## config.mk

```make
export PLATFORM = sky130hd
export DESIGN_NAME = flit_replay_engine_flat
export DESIGN_NICKNAME = d
export VERILOG_FILES = /design/src/rtl/flit_replay_pkg.sv /design/src/rtl/flit_replay_engine_if.sv /design/src/rtl/flit_replay_engine.sv /design/src/flat_wrapper.sv
export SDC_FILE = /design/constraint.sdc
export NUM_CORES = 1
export LEC_CHECK = 0
export CORE_AREA = 2 2 228 230
export CTS_CLUSTER_SIZE = 40
export DETAILED_ROUTE_END_ITERATION = 8
export DIE_AREA = 0 0 230 232
export PLACE_DENSITY_LB_ADDON = 0.25
export SLEW_MARGIN = 20
export SYNTH_ARGS = -nofsm -noshare
export SYNTH_HDL_FRONTEND = slang
export SYNTH_SLANG_ARGS = --single-unit
```

## constraint.sdc

```tcl
create_clock -name clk -period 5 [get_ports clk]
set_input_delay 0.5 -clock clk [delete_from_list [all_inputs] [get_ports clk]]
set_output_delay 0.5 -clock clk [all_outputs]
set_load 0.03 [all_outputs]
```

## src/rtl/flit_replay_pkg.sv

```systemverilog
// Shared types for the FLIT replay path (also used by replay_nak_control).
package flit_replay_pkg;

  localparam int unsigned REPLAY_TYPE_W = 2;

  typedef enum logic [REPLAY_TYPE_W-1:0] {
    STANDARD_REPLAY  = 2'b01,
    SELECTIVE_REPLAY = 2'b10
  } replay_type_t;

  typedef enum logic [2:0] {
    StIdle,
    StCheck,
    StFetch,
    StWait,
    StSend,
    StDone
  } replay_state_t;

endpackage

```

## src/rtl/flit_replay_engine_if.sv

```systemverilog
// Retry-buffer read port and replay FLIT stream toward the TX arbiter.
// master = replay engine side, slave = buffer/arbiter side.
interface flit_replay_engine_if #(
  parameter int unsigned SEQ_W  = 16,
  parameter int unsigned FLIT_W = 256
);

  logic              rb_rd_en;
  logic [SEQ_W-1:0]  rb_rd_seq;
  logic [FLIT_W-1:0] rb_rd_data;
  logic              out_valid;
  logic              out_ready;
  logic [FLIT_W-1:0] out_data;
  logic [SEQ_W-1:0]  out_seq;

  modport master (
    output rb_rd_en, rb_rd_seq, out_valid, out_data, out_seq,
    input  rb_rd_data, out_ready
  );

  modport slave (
    input  rb_rd_en, rb_rd_seq, out_valid, out_data, out_seq,
    output rb_rd_data, out_ready
  );

endinterface

```

## src/rtl/flit_replay_engine.sv

```systemverilog
// Replays FLITs from the TX retry buffer after a scheduled replay, one FLIT
// per FETCH/WAIT/SEND round, and tracks consecutive replays for retrain.
module flit_replay_engine
  import flit_replay_pkg::*;
#(
  parameter int unsigned SEQ_W        = 16,
  parameter int unsigned FLIT_W       = 256,
  parameter int unsigned RB_DEPTH     = 512,
  parameter int unsigned REPLAY_NUM_W = 2
) (
  input  logic                     clk,
  input  logic                     reset,
  input  logic                     replay_scheduled,
  input  logic [REPLAY_TYPE_W-1:0] replay_type,
  input  logic [SEQ_W-1:0]         replay_start_seq,
  input  logic [SEQ_W-1:0]         next_tx_seq,
  input  logic                     ack_advance,
  input  logic                     link_down,
  flit_replay_engine_if.master     bus,
  output logic                     replay_in_progress,
  output logic                     replay_accept,
  output logic                     replay_done,
  output logic                     replay_range_err,
  output logic                     retrain_req
);

  localparam logic [SEQ_W-1:0]        SeqOne     = SEQ_W'(1);
  localparam logic [REPLAY_NUM_W-1:0] NumOne     = REPLAY_NUM_W'(1);
  localparam logic [SEQ_W:0]          RbDepthExt = (SEQ_W + 1)'(RB_DEPTH);

  replay_state_t             state_q, state_d;
  replay_type_t              type_q, type_d;
  logic [SEQ_W-1:0]          seq_q, seq_d;
  logic [SEQ_W-1:0]          span_q, span_d;
  logic [SEQ_W-1:0]          remain_q, remain_d;
  logic [FLIT_W-1:0]         hold_data_q, hold_data_d;
  logic [SEQ_W-1:0]          hold_seq_q, hold_seq_d;
  logic                      accept_q, accept_d;
  logic                      retrain_q, retrain_d;
  logic [REPLAY_NUM_W-1:0]   replay_num_q, replay_num_d;

  logic rd_en;
  logic send_valid;
  logic done_pulse;
  logic range_err_pulse;

  // State and datapath registers, synchronous active-high reset.
  always_ff @(posedge clk) begin
    if (reset) begin
      state_q      <= StIdle;
      type_q       <= STANDARD_REPLAY;
      seq_q        <= '0;
      span_q       <= '0;
      remain_q     <= '0;
      hold_data_q  <= '0;
      hold_seq_q   <= '0;
      accept_q     <= 1'b0;
      retrain_q    <= 1'b0;
      replay_num_q <= '0;
    end else begin
      state_q      <= state_d;
      type_q       <= type_d;
      seq_q        <= seq_d;
      span_q       <= span_d;
      remain_q     <= remain_d;
      hold_data_q  <= hold_data_d;
      hold_seq_q   <= hold_seq_d;
      accept_q     <= accept_d;
      retrain_q    <= retrain_d;
      replay_num_q <= replay_num_d;
    end
  end

  // Next-state, datapath updates and state-decoded strobes.
  always_comb begin
    state_d         = state_q;
    type_d          = type_q;
    seq_d           = seq_q;
    span_d          = span_q;
    remain_d        = remain_q;
    hold_data_d     = hold_data_q;
    hold_seq_d      = hold_seq_q;
    accept_d        = 1'b0;
    retrain_d       = 1'b0;
    replay_num_d    = replay_num_q;
    rd_en           = 1'b0;
    send_valid      = 1'b0;
    done_pulse      = 1'b0;
    range_err_pulse = 1'b0;

    unique case (state_q)
      StIdle: begin
        if (replay_scheduled && !link_down) begin
          seq_d    = replay_start_seq;
          span_d   = next_tx_seq - replay_start_seq;
          // Unknown encodings fall back to a standard (go-back-N) replay.
          type_d   = (replay_type == SELECTIVE_REPLAY) ? SELECTIVE_REPLAY : STANDARD_REPLAY;
          accept_d = 1'b1;
          state_d  = StCheck;
        end
      end
      StCheck: begin
        if (span_q == '0) begin
          state_d = StDone;
        end else if ({1'b0, span_q} > RbDepthExt) begin
          range_err_pulse = 1'b1;
          state_d         = StIdle;
        end else begin
          remain_d = (type_q == SELECTIVE_REPLAY) ? SeqOne : span_q;
          state_d  = StFetch;
        end
      end
      StFetch: begin
        rd_en   = 1'b1;
        state_d = StWait;
      end
      StWait: begin
        hold_data_d = bus.rb_rd_data;
        hold_seq_d  = seq_q;
        state_d     = StSend;
      end
      StSend: begin
        send_valid = 1'b1;
        if (bus.out_ready) begin
          remain_d = remain_q - SeqOne;
          seq_d    = seq_q + SeqOne;
          state_d  = (remain_q == SeqOne) ? StDone : StFetch;
        end
      end
      StDone: begin
        done_pulse = 1'b1;
        state_d    = StIdle;
      end
      default: state_d = StIdle;
    endcase

    // Abort wins over everything; any read in flight is simply never captured.
    if (link_down && (state_q != StIdle)) begin
      state_d         = StIdle;
      rd_en           = 1'b0;
      done_pulse      = 1'b0;
      range_err_pulse = 1'b0;
    end

    // Consecutive-replay counter: ack clears and beats a simultaneous accept.
    if (ack_advance) begin
      replay_num_d = '0;
    end else if (accept_d) begin
      replay_num_d = replay_num_q + NumOne;
      retrain_d    = &replay_num_q;
    end
  end

  assign bus.rb_rd_en        = rd_en;
  assign bus.rb_rd_seq       = seq_q;
  assign bus.out_valid       = send_valid;
  assign bus.out_data        = hold_data_q;
  assign bus.out_seq         = hold_seq_q;
  assign replay_in_progress  = (state_q != StIdle);
  assign replay_accept       = accept_q;
  assign retrain_req         = retrain_q;
  assign replay_done         = done_pulse;
  assign replay_range_err    = range_err_pulse;

endmodule
```

## src/flat_wrapper.sv

```systemverilog
// flat-port wrapper written by rule: the top's interface ports become plain ports
module flit_replay_engine_flat import flit_replay_pkg::*;
#(
  parameter int unsigned SEQ_W        = 16,
  parameter int unsigned FLIT_W       = 256,
  parameter int unsigned RB_DEPTH     = 512,
  parameter int unsigned REPLAY_NUM_W = 2
)
  (clk, reset, replay_scheduled, replay_type, replay_start_seq, next_tx_seq, ack_advance, link_down, replay_in_progress, replay_accept, replay_done, replay_range_err, retrain_req, bus_rb_rd_en, bus_rb_rd_seq, bus_out_valid, bus_out_data, bus_out_seq, bus_rb_rd_data, bus_out_ready);
  flit_replay_engine_if #(.SEQ_W(SEQ_W), .FLIT_W(FLIT_W)) bus_i ();
  input  logic clk;
  input  logic reset;
  input  logic replay_scheduled;
  input  logic [REPLAY_TYPE_W-1:0] replay_type;
  input  logic [SEQ_W-1:0] replay_start_seq;
  input  logic [SEQ_W-1:0] next_tx_seq;
  input  logic ack_advance;
  input  logic link_down;
  output logic replay_in_progress;
  output logic replay_accept;
  output logic replay_done;
  output logic replay_range_err;
  output logic retrain_req;
  output wire logic [$bits(bus_i.rb_rd_en)-1:0] bus_rb_rd_en;
  output wire logic [$bits(bus_i.rb_rd_seq)-1:0] bus_rb_rd_seq;
  output wire logic [$bits(bus_i.out_valid)-1:0] bus_out_valid;
  output wire logic [$bits(bus_i.out_data)-1:0] bus_out_data;
  output wire logic [$bits(bus_i.out_seq)-1:0] bus_out_seq;
  input wire logic [$bits(bus_i.rb_rd_data)-1:0] bus_rb_rd_data;
  input wire logic [$bits(bus_i.out_ready)-1:0] bus_out_ready;
  assign bus_rb_rd_en = bus_i.rb_rd_en;
  assign bus_rb_rd_seq = bus_i.rb_rd_seq;
  assign bus_out_valid = bus_i.out_valid;
  assign bus_out_data = bus_i.out_data;
  assign bus_out_seq = bus_i.out_seq;
  assign bus_i.rb_rd_data = bus_rb_rd_data;
  assign bus_i.out_ready = bus_out_ready;
  flit_replay_engine #(.SEQ_W(SEQ_W), .FLIT_W(FLIT_W), .RB_DEPTH(RB_DEPTH), .REPLAY_NUM_W(REPLAY_NUM_W)) u_core (.clk(clk), .reset(reset), .replay_scheduled(replay_scheduled), .replay_type(replay_type), .replay_start_seq(replay_start_seq), .next_tx_seq(next_tx_seq), .ack_advance(ack_advance), .link_down(link_down), .bus(bus_i), .replay_in_progress(replay_in_progress), .replay_accept(replay_accept), .replay_done(replay_done), .replay_range_err(replay_range_err), .retrain_req(retrain_req));
endmodule
```

## After elaboration in Yosys (flattened, before gate mapping)

Index checks and enable logic that the tools add are counted.

- $add $sub $neg: 4
- Order comparisons: 1
- Eq/ne operators: 12
- Multiplexer cells: 26
- Bitwise gates (word level): 1
- Reduce and logical (&&, ||, !) cells: 16

Operator list:

| kind | count |
|---|---|
| 16-bit two-way mux | 6 |
| 16-bit case mux with 2 select lines | 2 |
| 16-bit by 1-bit adder with 16-bit output (second input constant) | 1 |
| 16-bit by 1-bit == test with 1-bit output (second input constant) | 1 |
| 16-bit by 10-bit greater-than comparator with 1-bit output (second input constant) | 1 |
| 16-bit zero test | 1 |
| 16-bit by 1-bit subtractor with 16-bit output (second input constant) | 1 |
| 16-bit subtractor | 1 |
| 3-bit case mux with 5 select lines | 1 |
| 3-bit two-way mux | 4 |
| 1-bit two-way mux | 11 |
| 3-bit by 2-bit == test with 1-bit output (second input constant) | 2 |
| 3-bit == test (second input constant) | 2 |
| 2-bit != test (second input constant) | 3 |
| 2-bit AND reduction | 3 |
| 2-bit == test (second input constant) | 2 |
| 2-bit two-way mux | 2 |
| 4-bit AND reduction | 1 |
| 2-bit nonzero test | 2 |
| 2-bit OR reduction | 2 |
| 3-bit by 1-bit == test with 1-bit output (second input constant) | 1 |
| 3-bit zero test | 1 |
| 3-bit AND reduction | 1 |
| 3-bit nonzero test | 1 |
| other kinds (6) | 7 |

- Flip-flop bits (word level): 329
- Input bits: 296
- Output and inout port bits: 295
- Logic and storage cells: 70

## Longest topological paths before layout

Gate-level depths: netlist of the first run.

- Depth in word-level cells: 6
- Depth in mapped cells: 10
- Depth with buffers taken out: 9

## Worst setup path after synthesis of the first run

OpenSTA, ideal clock, no wires.

- Path kind: input -> register
- From: input port replay_start_seq[6]
- To: register u_core.span_q[15]
- Setup time: 96 ps
- Data arrival time: 2232 ps
- Data required time: 4904 ps
- Slack: 2673 ps
- Stages on the path: 8
- Path buffers: 1
- Path through: inv_1 ha_1 clkbuf_1 a21o_1 a31o_2 or2_2 a311o_1 o311ai_1

- Cells in the longest elaborated chain, start to end: 1

RTL lines:

| what | RTL line | source |
|---|---|---|
| from (decl) | flat_wrapper.sv:15 | `input logic [SEQ_W-1:0] replay_start_seq;` |
| 16-bit subtractor | flit_replay_engine.sv:95 | `span_d = next_tx_seq - replay_start_seq;` |
| to (signal assigned) | flit_replay_engine.sv:64 | `span_q <= span_d;` |
| to (decl) | flit_replay_engine.sv:34 | `logic [SEQ_W-1:0] span_q, span_d;` |

Every way passes these cells.
A chain may end at the register's enable or synchronous reset.

## Worst setup path in the final report of the first run

- From: register u_core.state_q[2]
- To: output port replay_range_err

- Cells in the longest elaborated chain, start to end: 3
- Elaborated cells on any way between the ends: 5
- Classes of those cells: 1 x eq/ne; 2 x mux; 2 x reduce/logical

RTL lines:

| what | RTL line | source |
|---|---|---|
| from (decl) | flit_replay_engine.sv:31 | `replay_state_t state_q, state_d;` |
| from (signal assigned) | flit_replay_engine.sv:50 | `state_q <= StIdle;` |
| from (signal assigned) | flit_replay_engine.sv:61 | `state_q <= state_d;` |
| 3-bit by 1-bit == test with 1-bit output / 3-bit nonzero test (equally long branches) | flit_replay_engine.sv:91, flit_replay_engine.sv:138 |  |
| 1-bit two-way mux / 1-bit logical AND (equally long branches) | flit_replay_engine.sv:91, flit_replay_engine.sv:138 |  |
| 1-bit two-way mux (*) | flit_replay_engine.sv:138 | `if (link_down && (state_q != StIdle)) begin` |
| to (decl) | flat_wrapper.sv:22 | `output logic replay_range_err;` |

Mark *: on every way between the ends. The rest lies on a longest branch, timed or not.

==> impl_metrics.tcl, run 1 <==
set metrics [dict create \
    numCtsBuffers 40 \
    period_share 0.660 \
    ir_drop_v 0.000206 \
    r2r_cells 8 \
    totalPowerFinal_mw 6.09 \
    cp_max_fo 36 \
    worst_slew_pin_slew_ns 1.12 \
    final_common_cell "nand2_1" \
    combPwrFrac 0.099 \
    totalWireLength_um 50100 \
    synth_cell_types 64 \
    yosys_warnings 0 \
    skew_ns 0.0118 \
    internal-power_mw 4.66 \
    drv_slew 0 \
    synth.avg_cell_area_um2 7.68 \
    antenna_found_initial 2 \
    drive_above_1_share 0.0362 \
    start_util 0.256 \
    globalplace.congestion 0.866 \
    vias_per_cell 4.61 \
    period_minus_slack_ns 3.30 \
    antenna_left 0 \
    root_buffer "clkbuf_16" \
    fin_util 0.406 \
    maxSlewHeadroom 0.256 \
    seq_power_share 0.441 \
    die_height_um 232 \
    pwr-share-clk 0.460 \
    final_cell_mix "nand2_1, clkdlybuf4s50_1, dfxtp_1, a21oi_1, nor2_1" \
    num_vias 13456 \
    rsz0062_at_grt "no" \
    cts_tree "yes" \
    synth_edf_count 0 \
    hold_buffers 0 \
    cp.arrival_ns 2.80 \
    die_area_um2 53400 \
    drc 0 \
    setup_viol 0 \
    synth_seq_cells 329 \
    whs_path_depth 2 \
    critPathLaunchType "flop" \
    insertion_delay_ns 0.53 \
    syn-cell-area_um2 13000 \
    dieWidth_um 230 \
    gr-usage-all-layers 0.177 \
    cts.sinks 329 \
    clock.fmax_mhz 303 \
    rows 83 \
    synthCells 1695 \
    clk_pin_slew_worst_paths_ns 0.05 \
    cts_resized 0 \
    overflow 0 \
    whs_ns 0.439 \
    switching_share 0.236 \
    grt_pass1_wl_um 74900 \
    cp_common_cell "nor2b_1" \
    post-cts-setup-buffers 0 \
    p_per_area_nw_per_um2 295 \
    cts_buffer_depth 3 \
    path_class "reg2out" \
    grt_start_max_net_pins 177 \
    io_buffers 590 \
    cpMaxStageDelayCell "clkdlybuf4s50_1" \
    syn_nets 2011 \
    max_stage_delay_ns 0.69 \
    io_pins 591 \
    drt-initial-drc-count 855 \
    crit_chain "buf_4 -> nor2b_1 -> nor2b_1 -> o21ai_0 -> a21oi_1 -> clkdlybuf4s50_1" \
    h-tree-depth 2 \
    core_area_um2 50900 \
    grt_pass1_vias 12778 \
    end_kind "output port" \
    synthArstFlopShare 0 \
    fin_area_um2 20700 \
    layout.nets 2528 \
    power.leakage_nw 6.96 \
    net-switching-power_mw 1.44 \
    finalHoldViolCount 0 \
    hpwl_um 35900 \
    min_path_type "in2reg" \
    area_delta_synth_final_pct 58.9 \
    cp.required_ns 4.50 \
    post_drt_wl_per_cell_um 17.2 \
    place_area_um2 19400 \
    nFillCells 5248 \
    seq_area_frac_synth 0.506 \
    cap_viol_max_count 0 \
    outcome "finished clean" \
    final.setup.tns_ns 0 \
    ys.flop_type "dfxtp_1" \
    dr.pass1.iters 5 \
]
layout make-up:
type | count | area [um2] | area share
Clock buffer | 57 | 1140 | 0.0549
Antenna cell | 2 | 5.00 | 0.000242
Sequential cell | 329 | 6590 | 0.318
Tap cell | 680 | 851 | 0.0411
Timing Repair Buffer | 598 | 6020 | 0.291
Inverter | 26 | 97.6 | 0.00472
Multi-Input combinational cell | 1217 | 5860 | 0.284
Clock inverter | 12 | 121 | 0.00587
sequential cells by signal, indices dropped and copies added, names as in the netlist:
register              cells
u_core.remain_q          16
u_core.retrain_req        1
u_core.type_q             2
u_core.state_q            3
u_core.span_q            16
u_core.replay_accept      1
u_core.bus.out_data     256
u_core.replay_num_q       2
u_core.bus.out_seq       16
u_core.bus.rb_rd_seq     16
metal layers:
layer / share of wire / track usage / wire length (um) / vias to the layer above
met5: 0 / 0 / 0 / -
met4: 0.025 / 0.0528 / 1260 / 0
met3: 0.060 / 0.0415 / 3020 / 73
met2: 0.50 / 0.313 / 25100 / 424
met1: 0.41 / 0.211 / 20700 / 6269
li1: - / - / - / 6690
per-stage QoR:
stage	std cells	worst slack, ns
after global routing	2921	1.33
after CTS	2919	1.64
after detailed placement	2850	1.78
after floorplan	1695	2.67
after global placement	2850	1.98
final	2921	1.70
worst max-delay path, delay by kind of cell, from the launching register on:
kind                   cells  cell delay (ns)
DFF                        1             0.29
buffers and inverters      2             0.93
AOI/OAI and AO/OA          2             0.38
and+or+nand+nor            2             0.65
power by group through the flow:
stage,Combinational (mW),Sequential [mW],Clock [mW]
2_1_floorplan,0.240,2.75,0
3_3_place_gp,0.592,2.74,0
3_5_place_dp,0.595,2.74,0
4_1_cts,0.599,2.69,2.90
5_1_grt,0.646,2.69,3.00
6_report,0.601,2.69,2.80
worst paths after layout:
kind | from | endpoint | slack [ns]
worst max-delay path | u_core.state_q[2]$_SDFFE_PP0P_ | replay_range_err | 1.70
worst min-delay path | reset | u_core.remain_q[10]$_SDFFE_PP0P_ | 0.44
worst max register to register | u_core.state_q[1]$_SDFFE_PP0P_ | u_core.remain_q[14]$_SDFFE_PP0P_ | 1.72
worst min register to register | u_core.bus.out_data[76]$_SDFFE_PP0P_ | u_core.bus.out_data[76]$_SDFFE_PP0P_ | 0.45
cells in the mapped netlist (3+ instances only):
cell	number	area share
a211oi_1	16	0.0092
a21o_1	8	0.0046
a21oi_1	312	0.12
a22o_1	3	0.0020
a22oi_1	9	0.0052
a311oi_1	4	0.0027
a31oi_1	6	0.0029
a32o_1	4	0.0031
and3_1	3	0.0014
and4_1	3	0.0020
buf_1	3	0.00086
buf_2	13	0.0050
clkbuf_1	105	0.030
dfxtp_1	329	0.51
ha_1	19	0.018
inv_1	26	0.0075
mux2i_1	4	0.0031
nand2_1	612	0.18
nand3_1	19	0.0073
nand4_1	8	0.0038
nor2_1	53	0.015
nor2b_1	7	0.0034
nor3_1	16	0.0062
nor4_1	8	0.0038
nor4b_1	3	0.0020
o21ai_0	33	0.013
o21ai_1	3	0.0012
o22ai_1	5	0.0024
o31ai_1	3	0.0017
o32ai_1	3	0.0020
or2_2	3	0.0014
or3_1	3	0.0014
xnor2_1	7	0.0047
xor2_1	4	0.0027
cells by family after synthesis:
kind of cell | count (synthesis) | share of synthesized area
and+or+nand+nor | 749 | 0.231
AOI/OAI and AO/OA | 433 | 0.187
DFF | 329 | 0.506
buffers and inverters | 149 | 0.0451
adders and majority gates | 20 | 0.0198
xor gates and xnor gates | 11 | 0.00740
muxes | 4 | 0.00308
Note: power is estimated with default switching activity, not from simulation.
==> run 2: changes to the inputs <==
- CORE_AREA: 2 2 228 230 -> 2 2 231 233
- DIE_AREA: 0 0 230 232 -> 0 0 233 235
- clock period: 5 -> 2.7 ns (I/O delays scaled with it)
==> impl_metrics.tcl, run 2 (synthesized netlist as in run 1, its figures left out) <==
set metrics [dict create \
    gr-usage-all-layers 0.178 \
    cts.sinks 329 \
    grt_util_met1 0.211 \
    drv_slew 0 \
    rsz0062_at_grt "no" \
    grt_pass1_vias 13000 \
    core_area_um2 52200 \
    critPathLaunchType "flop" \
    rows 84 \
    power.leakage_nw 7.12 \
    cp_max_fo 4 \
    cpMaxStageDelayCell "o21ai_0" \
    path_buf_inv 2 \
    layout.nets 2555 \
    largest_reg_flops 256 \
    antenna_found_initial 2 \
    final_cell_mix "nand2_1, clkdlybuf4s50_1, dfxtp_1, a21oi_1, nor2_1" \
    end_kind "output port" \
    globalplace.congestion 0.877 \
    clock.fmax_mhz 398 \
    period_minus_slack_ns 2.51 \
    ir_drop_v 0.000346 \
    p_per_area_nw_per_um2 540 \
    met3_usage 0.0439 \
    grt_pass1_wl_um 77000 \
    dr.pass1.iters 5 \
    dieWidth_um 233 \
    io_pins 591 \
    vias_per_cell 4.59 \
    antenna_left 0 \
    max_stage_delay_ns 0.41 \
    skew_ns 0.0151 \
    layout_setup_ws_ns 0.188 \
    root_buffer "clkbuf_16" \
    cp.arrival_ns 2.24 \
    finalHoldViolCount 0 \
    hold_buffers 0 \
    cp.required_ns 2.43 \
    setup_viol 0 \
    path_class "reg2out" \
    maxSlewHeadroom 0.369 \
    grt_start_max_net_pins 175 \
    outcome "finished clean" \
    top_usage_layer "met2" \
    drc 0 \
    worst_slew_pin_slew_ns 0.946 \
    min_path_type "in2reg" \
    post-cts-setup-buffers 0 \
    die_height_um 235 \
    place_ws_ns -0.0388 \
    h-tree-depth 2 \
    crit_chain "nor4_1 -> buf_4 -> nand2_1 -> o21ai_0 -> a21oi_1 -> buf_12" \
    post_drt_wl_per_cell_um 17.3 \
    num_vias 13560 \
    rrSetupSlack_ns 0.44 \
    cap_viol_max_count 0 \
    use_met2 0.316 \
    area_delta_synth_final_pct 61.1 \
    numCtsBuffers 40 \
    period_share 0.930 \
    hpwl_um 37300 \
    overflow 0 \
    die_area_um2 54800 \
    final_common_cell "nand2_1" \
    drt-initial-drc-count 662 \
    insertion_delay_ns 0.55 \
    start_util 0.249 \
    clk_pin_slew_worst_paths_ns 0.06 \
    drive_above_1_share 0.0495 \
    totalWireLength_um 51000 \
    final.setup.tns_ns 0 \
    io_buffers 590 \
    crit_family "compound AO/OA/AOI/OAI gates" \
    cts_tree "yes" \
    cts_buffer_depth 3 \
]
-- run 2: cell types whose count changed in the layout (fill, tap and decap cells not counted), moves of 2 or more --
cell and delta:
clkbuf_8 +4, buf_12 +7, clkbuf_1 -3, buf_4 +22, clkdlybuf4s50_1 -2
-- run 2: area by class of cell --
| cell class | count | area (um2) |
|---|---|---|
| clock inverter | 9 | 77.6 |
| sequential | 329 | 6590 |
| fill | 5375 | 31300 |
| clock buffer | 58 | 1180 |
| timing repair buffer | 625 | 6310 |
| inverter | 26 | 97.6 |
| antenna | 1 | 2.50 |
| tap | 688 | 861 |
| multi-input combinational | 1217 | 5860 |
-- run 2: worst paths after layout --
check	startpoint	endpoint	cells after the start
min	reset	u_core.remain_q[0]$_SDFFE_PP0P_	2
max	u_core.span_q[10]$_SDFFE_PP0P_	replay_range_err	6
max reg2reg	u_core.state_q[0]$_SDFFE_PP0P_	u_core.remain_q[7]$_SDFFE_PP0P_	10
min reg2reg	u_core.bus.out_data[40]$_SDFFE_PP0P_	u_core.bus.out_data[40]$_SDFFE_PP0P_	2
-- run 2: per-layer routing --
| metal | vias to the layer above | part of all wire |
|---|---|---|
| li1 | 6744 | - |
| met1 | 6317 | 0.40 |
| met2 | 429 | 0.51 |
| met3 | 70 | 0.067 |
| met4 | 0 | 0.022 |
| met5 | - | 0 |
-- run 2: where the power goes --
group / internal [mW] / switching, mW / leakage [nW]
registers: 4.91 / 0.0606 / 2.65
clock network: 3.11 / 2.10 / 0.626
logic: 0.634 / 0.521 / 3.84
total: 8.65 / 2.69 / 7.12
-- run 2: repair_timing --
action                     4_1_cts  5_1_grt
setup endpoints to repair        1        1
gates cloned                     0        0
pin swaps                        0        0
gates resized for setup          1        1
-- run 2: metrics by stage --
step	hold WS (ns)	std cells	total power, mW	util	instance area [um2]
3_3_place_gp	0.441	2885	6.22	0.377	19700
3_5_place_dp	0.446	2885	6.22	0.377	19700
4_1_cts	0.0568	2952	11.5	0.401	21000
2_1_floorplan	0.347	1695	5.54	-	13000
6_report	0.0806	2953	11.3	0.402	21000
5_1_grt	0.0881	2953	11.8	0.402	21000
==> run 3: changes to the inputs <==
- CAP_MARGIN: not set -> 20
- HOLD_SLACK_MARGIN: not set -> 0.08
==> impl_metrics.tcl, run 3 (synthesized netlist as in run 1, its figures left out) <==
set metrics [dict create \
    die_area_um2 54800 \
    final_common_cell "nand2_1" \
    final_cell_mix "nand2_1, clkdlybuf4s50_1, dfxtp_1, a21oi_1, nor2_1" \
    drive_above_1_share 0.0494 \
    cts.sinks 329 \
    seq_power_share 0.438 \
    rows 84 \
    nFillCells 5374 \
    die_height_um 235 \
    antenna_found_initial 2 \
    insertion_delay_ns 0.55 \
    cp_max_fo 9 \
    cp.required_ns 2.43 \
    end_kind "output port" \
    start_util 0.249 \
    grt_start_max_net_pins 175 \
    net-switching-power_mw 2.68 \
    cts_tree "yes" \
    ir_drop_v 0.000345 \
    dr.pass1.iters 6 \
    min_path_type "in2reg" \
    switching_share 0.237 \
    globalplace.congestion 0.877 \
    num_vias 13545 \
    antenna_left 0 \
    vias_per_cell 4.59 \
    period_share 0.931 \
    hpwl_um 37300 \
    h-tree-depth 2 \
    grt_pass1_vias 13000 \
    p_per_area_nw_per_um2 540 \
    gr-usage-all-layers 0.178 \
    pwr-share-clk 0.460 \
    post-cts-setup-buffers 0 \
    combPwrFrac 0.102 \
    final.setup.tns_ns 0 \
    critPathLaunchType "flop" \
    core_area_um2 52200 \
    cap_viol_max_count 0 \
    root_buffer "clkbuf_16" \
    drv_slew 0 \
    overflow 0 \
    skew_ns 0.0169 \
    maxSlewHeadroom 0.369 \
    drt-initial-drc-count 647 \
    drc 0 \
    fin_area_um2 21000 \
    clock.fmax_mhz 398 \
    area_delta_synth_final_pct 61.2 \
    rsz0062_at_grt "no" \
    setup_viol 0 \
    totalWireLength_um 50900 \
    finalHoldViolCount 0 \
    io_buffers 590 \
    place_area_um2 19700 \
    cts_buffer_depth 3 \
    grt_pass1_wl_um 77000 \
    post_drt_wl_per_cell_um 17.2 \
    largest_reg_flops 256 \
    io_pins 591 \
    path_class "reg2out" \
    clk_pin_slew_worst_paths_ns 0.06 \
    dieWidth_um 233 \
    internal-power_mw 8.65 \
    cp.arrival_ns 2.24 \
    power.leakage_nw 7.13 \
    outcome "finished clean" \
    period_minus_slack_ns 2.51 \
    worst_slew_pin_slew_ns 0.947 \
    totalPowerFinal_mw 11.3 \
    layout.nets 2556 \
    numCtsBuffers 40 \
]
[run 3: worst paths after layout]
path,start,slack [ns],cells after the start,end
worst max-delay path,u_core.state_q[0]$_SDFFE_PP0P_,0.19,5,replay_range_err
worst min-delay path,bus_rb_rd_data[84],0.27,3,u_core.bus.out_data[84]$_SDFFE_PP0P_
worst max register to register,u_core.state_q[0]$_SDFFE_PP0P_,0.43,10,u_core.remain_q[7]$_SDFFE_PP0P_
worst min register to register,u_core.bus.out_data[73]$_SDFFE_PP0P_,0.45,2,u_core.bus.out_data[73]$_SDFFE_PP0P_
[run 3: worst max-delay path, cell delays in order (launching register included)]
cell and delay [ns]:
dfxtp_1 0.50, nor2b_4 0.27, nor2b_1 0.26, o21ai_0 0.23, a21oi_1 0.27, buf_12 0.16
[run 3: area by class of cell]
cell class	instances	area (um2)	area share
clock buffer	58	1180	0.0562
antenna	1	2.50	0.000119
clock inverter	9	77.6	0.00370
inverter	26	97.6	0.00465
tap	688	861	0.0410
multi-input combinational	1217	5860	0.279
timing repair buffer	626	6320	0.301
sequential	329	6590	0.314
[run 3: metal layers]
metal | GRT usage | vias to the layer above | wire [um] | share of wire
li1 | - | 6748 | - | -
met1 | 0.211 | 6287 | 20500 | 0.40
met2 | 0.316 | 442 | 25800 | 0.51
met3 | 0.0439 | 68 | 3490 | 0.069
met4 | 0.0483 | 0 | 1130 | 0.022
met5 | 0 | - | 0 | 0
[run 3: what timing repair did]
item,in CTS,in global routing
gates resized for setup,1,1
hold buffers,1,0
setup endpoints to repair,1,1
hold endpoints to repair,16,0
[run 3: power by group through the flow]
stage / Clock, mW / Combinational, mW / Sequential, mW
floorplan: 0 / 0.445 / 5.10
global placement: 0 / 1.14 / 5.07
detailed placement: 0 / 1.15 / 5.07
CTS: 5.39 / 1.16 / 4.97
global route: 5.58 / 1.25 / 4.97
finish: 5.21 / 1.16 / 4.97
[run 3: metrics by stage]
step / hold WS, ns / setup WS (ns) / util / std cells
after floorplan: 0.347 / 0.603 / - / 1695
after global placement: 0.441 / 0.0282 / 0.377 / 2885
after detailed placement: 0.446 / -0.0388 / 0.377 / 2885
after CTS: 0.227 / 0.0821 / 0.402 / 2953
after global routing: 0.247 / 0.00430 / 0.402 / 2954
final: 0.267 / 0.185 / 0.402 / 2954
